==> config.mk <==
export PLATFORM = sky130hd
export DESIGN_NAME = aes_encipher_lanes
export DESIGN_NICKNAME = d
export VERILOG_FILES = /design/src/rtl/aes_encipher_lanes.sv
export SDC_FILE = /design/constraint.sdc
export NUM_CORES = 1
export LEC_CHECK = 0
export ABC_AREA = 1
export BUFFER_PORTS_ARGS = -buffer_cell sky130_fd_sc_hd__clkbuf_2
export CAP_MARGIN = 20
export CELL_PAD_IN_SITES_DETAIL_PLACEMENT = 0
export CELL_PAD_IN_SITES_GLOBAL_PLACEMENT = 1
export CORE_AREA = 2 2 256 258
export DETAILED_ROUTE_END_ITERATION = 12
export DIE_AREA = 0 0 258 260
export PLACE_DENSITY_LB_ADDON = 0.2
export REMOVE_ABC_BUFFERS = 1
export SYNTH_ARGS = -nofsm -noshare
export SYNTH_HDL_FRONTEND = slang
export SYNTH_SLANG_ARGS = --single-unit
==> constraint.sdc <==
create_clock -name clk -period 4.7 [get_ports clk]
set_clock_uncertainty 0.1 [all_clocks]
set_input_delay 0.94 -clock clk [delete_from_list [all_inputs] [get_ports clk]]
set_output_delay 0.94 -clock clk [all_outputs]
set_load 0.02 [all_outputs]
==> src/rtl/aes_encipher_lanes.sv <==
// AES block encipher datapath with SBOX_LANES external S-box words per cycle.
// Optional `AES_ENC_ABORT_EN adds an abort input that cancels a running operation.
module aes_encipher_lanes #(
   parameter int unsigned SBOX_LANES = 1
) (
   input  logic                      clk,
   input  logic                      reset,
`ifdef AES_ENC_ABORT_EN
   input  logic                      abort,
`endif
   input  logic                      next,
   input  logic [1:0]                keylen,
   input  logic [127:0]              block,
   output logic [3:0]                round_no,
   input  logic [127:0]              round_key,
   output logic [32*SBOX_LANES-1:0]  sbox_word,
   input  logic [32*SBOX_LANES-1:0]  new_sbox_word,
   output logic [127:0]              new_block,
   output logic                      ready,
   output logic                      done
);

   localparam int unsigned SBOX_CYCLES = 4 / SBOX_LANES;
   localparam logic [1:0]  SWORD_LAST  = 2'(SBOX_CYCLES - 1);

   typedef enum logic [1:0] {IDLE, INIT, SBOX, MAIN} fsm_e;

   fsm_e          fsm_q;
   logic [127:0]  state_q;
   logic [127:0]  block_q;
   logic [1:0]    keylen_q;
   logic [3:0]    round_q;
   logic [1:0]    sword_q;
   logic [127:0]  new_block_q;
   logic          ready_q;
   logic          done_q;

   logic          abort_c;
   logic [3:0]    nr_c;
   logic [127:0]  sr_c;
   logic [127:0]  mc_c;
   logic [127:0]  sub_c;

`ifdef AES_ENC_ABORT_EN
   assign abort_c = abort;
`else
   assign abort_c = 1'b0;
`endif

   function automatic logic [7:0] xtime(input logic [7:0] b);
      return {b[6:0], 1'b0} ^ (b[7] ? 8'h1b : 8'h00);
   endfunction

   function automatic logic [31:0] mix_word(input logic [31:0] w);
      logic [7:0] a0, a1, a2, a3;
      {a0, a1, a2, a3} = w;
      return {xtime(a0) ^ xtime(a1) ^ a1 ^ a2 ^ a3,
              a0 ^ xtime(a1) ^ xtime(a2) ^ a2 ^ a3,
              a0 ^ a1 ^ xtime(a2) ^ xtime(a3) ^ a3,
              xtime(a0) ^ a0 ^ a1 ^ a2 ^ xtime(a3)};
   endfunction

   // Row r of column c takes the byte from column c+r.
   function automatic logic [127:0] shift_rows(input logic [127:0] s);
      logic [31:0] w0, w1, w2, w3;
      {w0, w1, w2, w3} = s;
      return {w0[31:24], w1[23:16], w2[15:8], w3[7:0],
              w1[31:24], w2[23:16], w3[15:8], w0[7:0],
              w2[31:24], w3[23:16], w0[15:8], w1[7:0],
              w3[31:24], w0[23:16], w1[15:8], w2[7:0]};
   endfunction

   function automatic logic [31:0] get_word(input logic [127:0] s, input logic [1:0] k);
      case (k)
         2'd0:    return s[127:96];
         2'd1:    return s[95:64];
         2'd2:    return s[63:32];
         default: return s[31:0];
      endcase
   endfunction

   function automatic logic [127:0] put_word(input logic [127:0] s, input logic [1:0] k,
                                             input logic [31:0] w);
      logic [127:0] r;
      r = s;
      case (k)
         2'd0:    r[127:96] = w;
         2'd1:    r[95:64]  = w;
         2'd2:    r[63:32]  = w;
         default: r[31:0]  = w;
      endcase
      return r;
   endfunction

   always_comb begin
      case (keylen_q)
         2'b01:   nr_c = 4'd12;
         2'b10:   nr_c = 4'd14;
         default: nr_c = 4'd10;
      endcase
   end

   assign sr_c = shift_rows(state_q);
   assign mc_c = {mix_word(sr_c[127:96]), mix_word(sr_c[95:64]),
                  mix_word(sr_c[63:32]),  mix_word(sr_c[31:0])};

   // Present this cycle's state words to the external S-box and merge the results.
   always_comb begin
      logic [1:0] idx;
      idx       = 2'b00;
      sbox_word = '0;
      sub_c     = state_q;
      if (fsm_q == SBOX) begin
         for (int unsigned i = 0; i < SBOX_LANES; i++) begin
            idx = 2'(32'(sword_q) * SBOX_LANES + i);
            sbox_word[32*(SBOX_LANES-i)-1 -: 32] = get_word(state_q, idx);
            sub_c = put_word(sub_c, idx, new_sbox_word[32*(SBOX_LANES-i)-1 -: 32]);
         end
      end
   end

   always_ff @(posedge clk or negedge reset) begin
      if (!reset) begin
         fsm_q       <= IDLE;
         state_q     <= '0;
         block_q     <= '0;
         keylen_q    <= '0;
         round_q     <= '0;
         sword_q     <= '0;
         new_block_q <= '0;
         ready_q     <= 1'b1;
         done_q      <= 1'b0;
      end else begin
         done_q <= 1'b0;
         if (abort_c && (fsm_q != IDLE)) begin
            fsm_q       <= IDLE;
            ready_q     <= 1'b1;
            new_block_q <= '0;
            sword_q     <= '0;
         end else begin
            case (fsm_q)
               // The done cycle refuses a start so a held request begins one cycle later.
               IDLE: if (next && !done_q) begin
                  block_q  <= block;
                  keylen_q <= keylen;
                  ready_q  <= 1'b0;
                  round_q  <= '0;
                  fsm_q    <= INIT;
               end
               INIT: begin
                  state_q <= block_q ^ round_key;
                  round_q <= 4'd1;
                  sword_q <= '0;
                  fsm_q   <= SBOX;
               end
               SBOX: begin
                  state_q <= sub_c;
                  sword_q <= sword_q + 2'd1;
                  if (sword_q == SWORD_LAST) fsm_q <= MAIN;
               end
               MAIN: if (round_q == nr_c) begin
                  state_q     <= sr_c ^ round_key;
                  new_block_q <= sr_c ^ round_key;
                  ready_q     <= 1'b1;
                  done_q      <= 1'b1;
                  fsm_q       <= IDLE;
               end else begin
                  state_q <= mc_c ^ round_key;
                  round_q <= round_q + 4'd1;
                  sword_q <= '0;
                  fsm_q   <= SBOX;
               end
               default: fsm_q <= IDLE;
            endcase
         end
      end
   end

   assign round_no  = round_q;
   assign new_block = new_block_q;
   assign ready     = ready_q;
   assign done      = done_q;

endmodule

Word level (Yosys, flattened, before mapping)
Index checks and enable logic that the tools add are counted.
{"block": "totals", "mem_bits_rw": 0, "register_bits": 396, "latchBits": 0, "memories": 0, "elab_cells": 171, "in_bits": 293, "output_inout_bits": 166, "romBits": 0}
{"block": "op_classes", "n_reduce_logical": 18, "n_lt_le_gt_ge": 0, "bitwise": 83, "n_div": 0, "n_addsub": 2, "mux": 39, "n_shift": 0, "eq_ne": 17, "multipliers": 0}
{"operator": "$xor A8 B8 Y8", "count": 64}
{"operator": "$pmux W128 S3", "count": 1}
{"operator": "$xor A128 B128 Y128", "count": 3}
{"operator": "$mux W32", "count": 5}
{"operator": "$mux W128", "count": 1}
{"operator": "$xor A8 B5 Y8", "count": 16}
{"operator": "$pmux W32 S3", "count": 1}
{"operator": "$mux W5", "count": 16}
{"operator": "$reduce_and A2 Y1", "count": 8}
{"operator": "$pmux W4 S3", "count": 1}
{"operator": "$eq A2 B2 Y1 const B", "count": 5}
{"operator": "$mux W2", "count": 4}
{"operator": "$mux W4", "count": 2}
{"operator": "$ne A2 B1 Y1 const B", "count": 4}
{"operator": "$ne A2 B2 Y1 const B", "count": 4}
{"operator": "$pmux W2 S4", "count": 1}
{"operator": "$eq A2 B1 Y1 const B", "count": 3}
{"operator": "$pmux W2 S3", "count": 1}
{"operator": "$pmux W3 S2", "count": 1}
{"operator": "$reduce_and A3 Y1", "count": 2}
{"operator": "$reduce_bool A3 Y1", "count": 2}
{"operator": "$add A4 B1 Y4 const B", "count": 1}
{"operator": "$eq A4 B4 Y1", "count": 1}
{"operator": "$logic_not A2 Y1", "count": 2}
{"operator": "other kinds (7)", "count": 10}

Longest topological paths before layout
{"block": "logic_depth", "word_depth": 9, "ltp_mapped": 13}

Worst setup path after synthesis
No wires, ideal clock.
{"block": "synth_timing", "path_type": "flip-flop to output port", "startpoint": "reg sword_q[0]", "endpoint": "out sbox_word[29]", "stages_incl_launch_ff": 7, "setup_slack_ns": 1.892, "arrival_time_ns": 1.768, "path_cell_list": "dfrtp_1 inv_1 ha_1 clkbuf_1 clkbuf_1 nand2_1 a31oi_1"}
{"block": "synth_via", "elab_chain_cells": 3, "word_cells_on_any_way": 5, "cone_classes": "eq/ne: 2; mux: 2; reduce/logical: 1"}
{"item": "start, declared", "line": "33", "text": "logic [1:0] sword_q;"}
{"item": "start signal, assigned", "line": "158", "text": "sword_q <= sword_q + 2'd1;"}
{"item": "$eq A2 B2 Y1, or another cell as far along", "line": "74", "text": "case (k)"}
{"item": "$pmux W32 S3 *", "line": "74"}
{"item": "$mux W32 *", "line": "113", "text": "if (fsm_q == SBOX) begin"}
{"item": "end, declared", "line": "16", "text": "output logic [32*SBOX_LANES-1:0] sbox_word,"}
Every way passes the cells marked *; elsewhere a longest branch is shown, timed or not.

Worst setup path after layout
{"block": "layout_timing", "startpoint": "reg sword_q[1]", "endpoint": "out sbox_word[27]"}
The elaborated chain is that of the path after synthesis.

==> results.py <==
metrics = {
    "run_status": {
        "status": "finished, final reports clean",
    },
    "placement": {
        "hpwlAfterDp_um": 82300,
        "dpl-instance-area_um2": 30900,
        "portBuffers": 458,
        "routabilityCongestion": 0.946,
    },
    "grt": {
        "grt_pass1_wl_um": 168000,
        "busiest_layer": "met2",
        "grtUsageMet3_pct": 5.15,
        "grt_usage_pct": 33.3,
        "grt-ovfl-total": 0,
        "grt_max_degree": 96,
        "use_met2_pct": 54.0,
        "grt_antenna_before_repair": 8,
        "grt_use_met1_pct": 45.2,
        "grt_pass1_vias": 26100,
    },
    "setup_path": {
        "cp-end-kind": "output pin",
        "startpoint_type": "flip-flop",
        "crit_family": "buffers and inverters",
        "setup.worst_path.class": "reg -> out",
        "cp_cell_sequence": "inv_1 > ha_1 > buf_4 > a221oi_1 > a211oi_1 > clkbuf_2",
        "slowest_stage": "ha_1",
        "cp.required_ns": 3.66,
        "cp_max_fo": 11,
        "worst-path-buf-inv": 3,
        "critPathArrivalTime_ns": 2.95,
        "max_stage_delay_ns": 0.58,
    },
    "cts": {
        "postCtsHoldBufs": 0,
        "clk_pin_slew_ns": 0.06,
        "clk_latency_ns": 0.62,
        "cts_tree": "done",
        "h-tree-depth": 2,
        "cts_sinks": 396,
        "numCtsBuffers": 48,
        "post_cts_buffers": 0,
        "post_cts_resized": 0,
        "cts-root-buf": "clkbuf_16",
        "clock_path_buffers": 3,
    },
    "die": {
        "core_um2": 64100,
        "num_rows": 93,
        "ios": 459,
        "die_x_um": 258,
        "fp.dieH_um": 260,
        "die-area_um2": 67100,
        "initial_core_util_pct": 43.9,
    },
    "synthesis": {
        "ys.flop_type": "dfrtp_1",
        "syn_area_um2": 28100,
        "synth-edff-count": 0,
        "avgSynthCellArea_um2": 6.78,
        "post-synth-top-area-cell": "dfrtp_1",
        "synthTopCellsByArea": "dfrtp_1 (35%), nand2_1 (21%), xnor2_1 (8.1%), xor2_1 (7.7%), a21oi_1 (5.0%)",
        "synthArstFlopShare_pct": 100,
        "synth.top_cell.area_share_pct": 35.1,
        "ys_types": 36,
        "synthCells": 4150,
        "synth.yosys.seq_area_share_pct": 35.2,
        "synth_seq_cells": 396,
        "yosysWarnings": 0,
    },
    "cells_and_area": {
        "drive_gt1_share_pct": 13.8,
        "regArea_um2": 9910,
        "multi_input_area_um2": 15900,
        "final.fill_count": 6591,
        "design_area_um2": 32400,
        "syn2layout_area_growth_pct": 15.3,
        "nets": 4747,
    },
    "detailed_routing": {
        "drc": 0,
        "drtIter0Drc": 2614,
        "dr_total_vias": 28300,
        "drtAntennaViolNets": 0,
        "drt-pass1-iter-count": 6,
        "viasPerCell": 5.30,
        "wire_per_inst_um": 21.4,
        "drt-total-wl_um": 114000,
    },
    "pwr": {
        "powerDensity_nw_per_um2": 317,
        "clkPwrFrac_pct": 36.7,
        "netSwitchingFraction_pct": 35.0,
        "switchingPower_mw": 3.60,
        "p_leak_nw": 17.1,
        "vdd_drop_max_mv": 0.270,
        "combPwrFrac_pct": 25.7,
        "p_total_mw": 10.3,
        "internal-power_mw": 6.69,
        "seq_power_share_pct": 37.6,
    },
    "sta": {
        "rsz0062_at_grt": "false",
        "fin_crit_ns": 3.99,
        "finalCritPeriodShare_pct": 85.0,
        "slew_headroom_pct": 29.4,
        "setup_viol": 0,
        "whs_ns": 0.277,
        "hold_viol_final": 0,
        "worstMarginPinSlew_ns": 1.06,
        "drv_slew": 0,
        "fmax_ghz": 0.250,
    },
    "hold_path": {
        "hp-class": "in -> async",
    },
    "run": {
        "max_cap_viol_count": 0,
    },
}
[logic make-up (layout without fill, tap and decap cells)]
group | Yosys count | after routing | share of synthesized area (%)
AND/OR/NAND/NOR | 2040 | 2040 | 28.9
AO/OA/AOI/OAI | 628 | 628 | 11.5
buffers and inverters | 573 | 902 | 8.33
XOR/XNOR | 506 | 506 | 15.7
flip-flops | 396 | 396 | 35.2
adder cells (fa/ha/maj) | 7 | 7 | 0.311
other | 0 | 4 | 0
[state kept, by name (all words and copies together) (netlist names)]
register	flops
fsm_q	2
block_q	128
new_block	128
done	1
state_q	128
keylen_q	2
sword_q	2
ready	1
round_no	4
[layout make-up]
type | count | area share, %
diodes | 4 | 0.0308
inverters | 306 | 3.57
flip-flops and latches | 396 | 30.5
repair buffers | 514 | 8.76
clock buffers | 66 | 4.29
well taps | 855 | 3.30
clock inverters | 16 | 0.459
multi-input cells | 3181 | 49.0
[per-stage QoR]
| stage | utilization [%] | worst slack [ns] | instances | TNS [ns] |
|---|---|---|---|---|
| 2_1_floorplan | - | -2.25 | 3883 | -265.54 |
| 3_3_place_gp | 48.1 | 1.42 | 5251 | 0 |
| 3_5_place_dp | 48.1 | 1.33 | 5251 | 0 |
| 4_1_cts | 50.5 | 0.657 | 5333 | 0 |
| 5_1_grt | 50.6 | 0.555 | 5335 | 0 |
| 6_report | 50.6 | 0.706 | 5338 | 0 |
[power by group through the flow]
| stage | Sequential [mW] | Clock (mW) | Combinational, mW |
|---|---|---|---|
| 4_1_cts | 3.86 | 3.82 | 2.63 |
| 2_1_floorplan | 3.79 | 0 | 1.77 |
| 3_5_place_dp | 3.92 | 0 | 2.62 |
| 3_3_place_gp | 3.92 | 0 | 2.59 |
| 5_1_grt | 3.88 | 3.94 | 2.94 |
| 6_report | 3.87 | 3.77 | 2.65 |
[worst register-to-register path: cells and delay by family (launching register included)]
kind            cells  cell delay [ns]
flops               1             0.54
simple gates        2             0.69
buf+inv             3             1.50
compound gates      1             0.17
[placed cells by master (no fill, tap or decap), drive strengths merged, types with 6 or more instances in the layout]
cell / instances
nand4: 42
nor2: 193
or2: 7
nand3b: 10
a21oi: 280
nand3: 132
xnor2: 260
nor3: 80
clkinv: 16
ha: 7
inv: 304
clkbuf: 523
buf: 57
dfrtp: 395
nand2: 1575
xor2: 246
a31oi: 42
o21ai: 290
a22oi: 6
[per-layer routing]
layer / vias up / wire length [µm]
met3: 203 / 8900
met4: 6 / 4080
met1: 13300 / 48700
met5: - / 35
met2: 1166 / 52600
li1: 13600 / -
[cell usage after synthesis, types with 7 or more instances]
cell      count
nand2_1    1572
dfrtp_1     395
inv_1       298
a21oi_1     279
o21ai_0     278
xnor2_1     260
xor2_1      246
nor2_1      192
clkbuf_1    154
nand3_1     128
buf_2        90
nor3_1       79
a31oi_1      42
nand4_1      42
o21ai_1      12
nand3b_1     10
buf_4         9
buf_1         7
ha_1          7
or2_2         7
[path summary, 6_finish.rpt]
kind / cells after the start / slack (ns) / from / end
max reg2reg: 6 / 1.53 / fsm_q[1] / new_block[3]
min: 1 / 0.28 / reset / block_q[25]
min reg2reg: 2 / 0.37 / new_block[122] / new_block[122]
max in group asynchronous: 2 / 3.21 / reset / new_block[110]
min in group clk: 2 / 0.37 / new_block[122] / new_block[122]
max: 6 / 0.71 / sword_q[1] / sbox_word[27]
(Power assumes the default switching activity.)
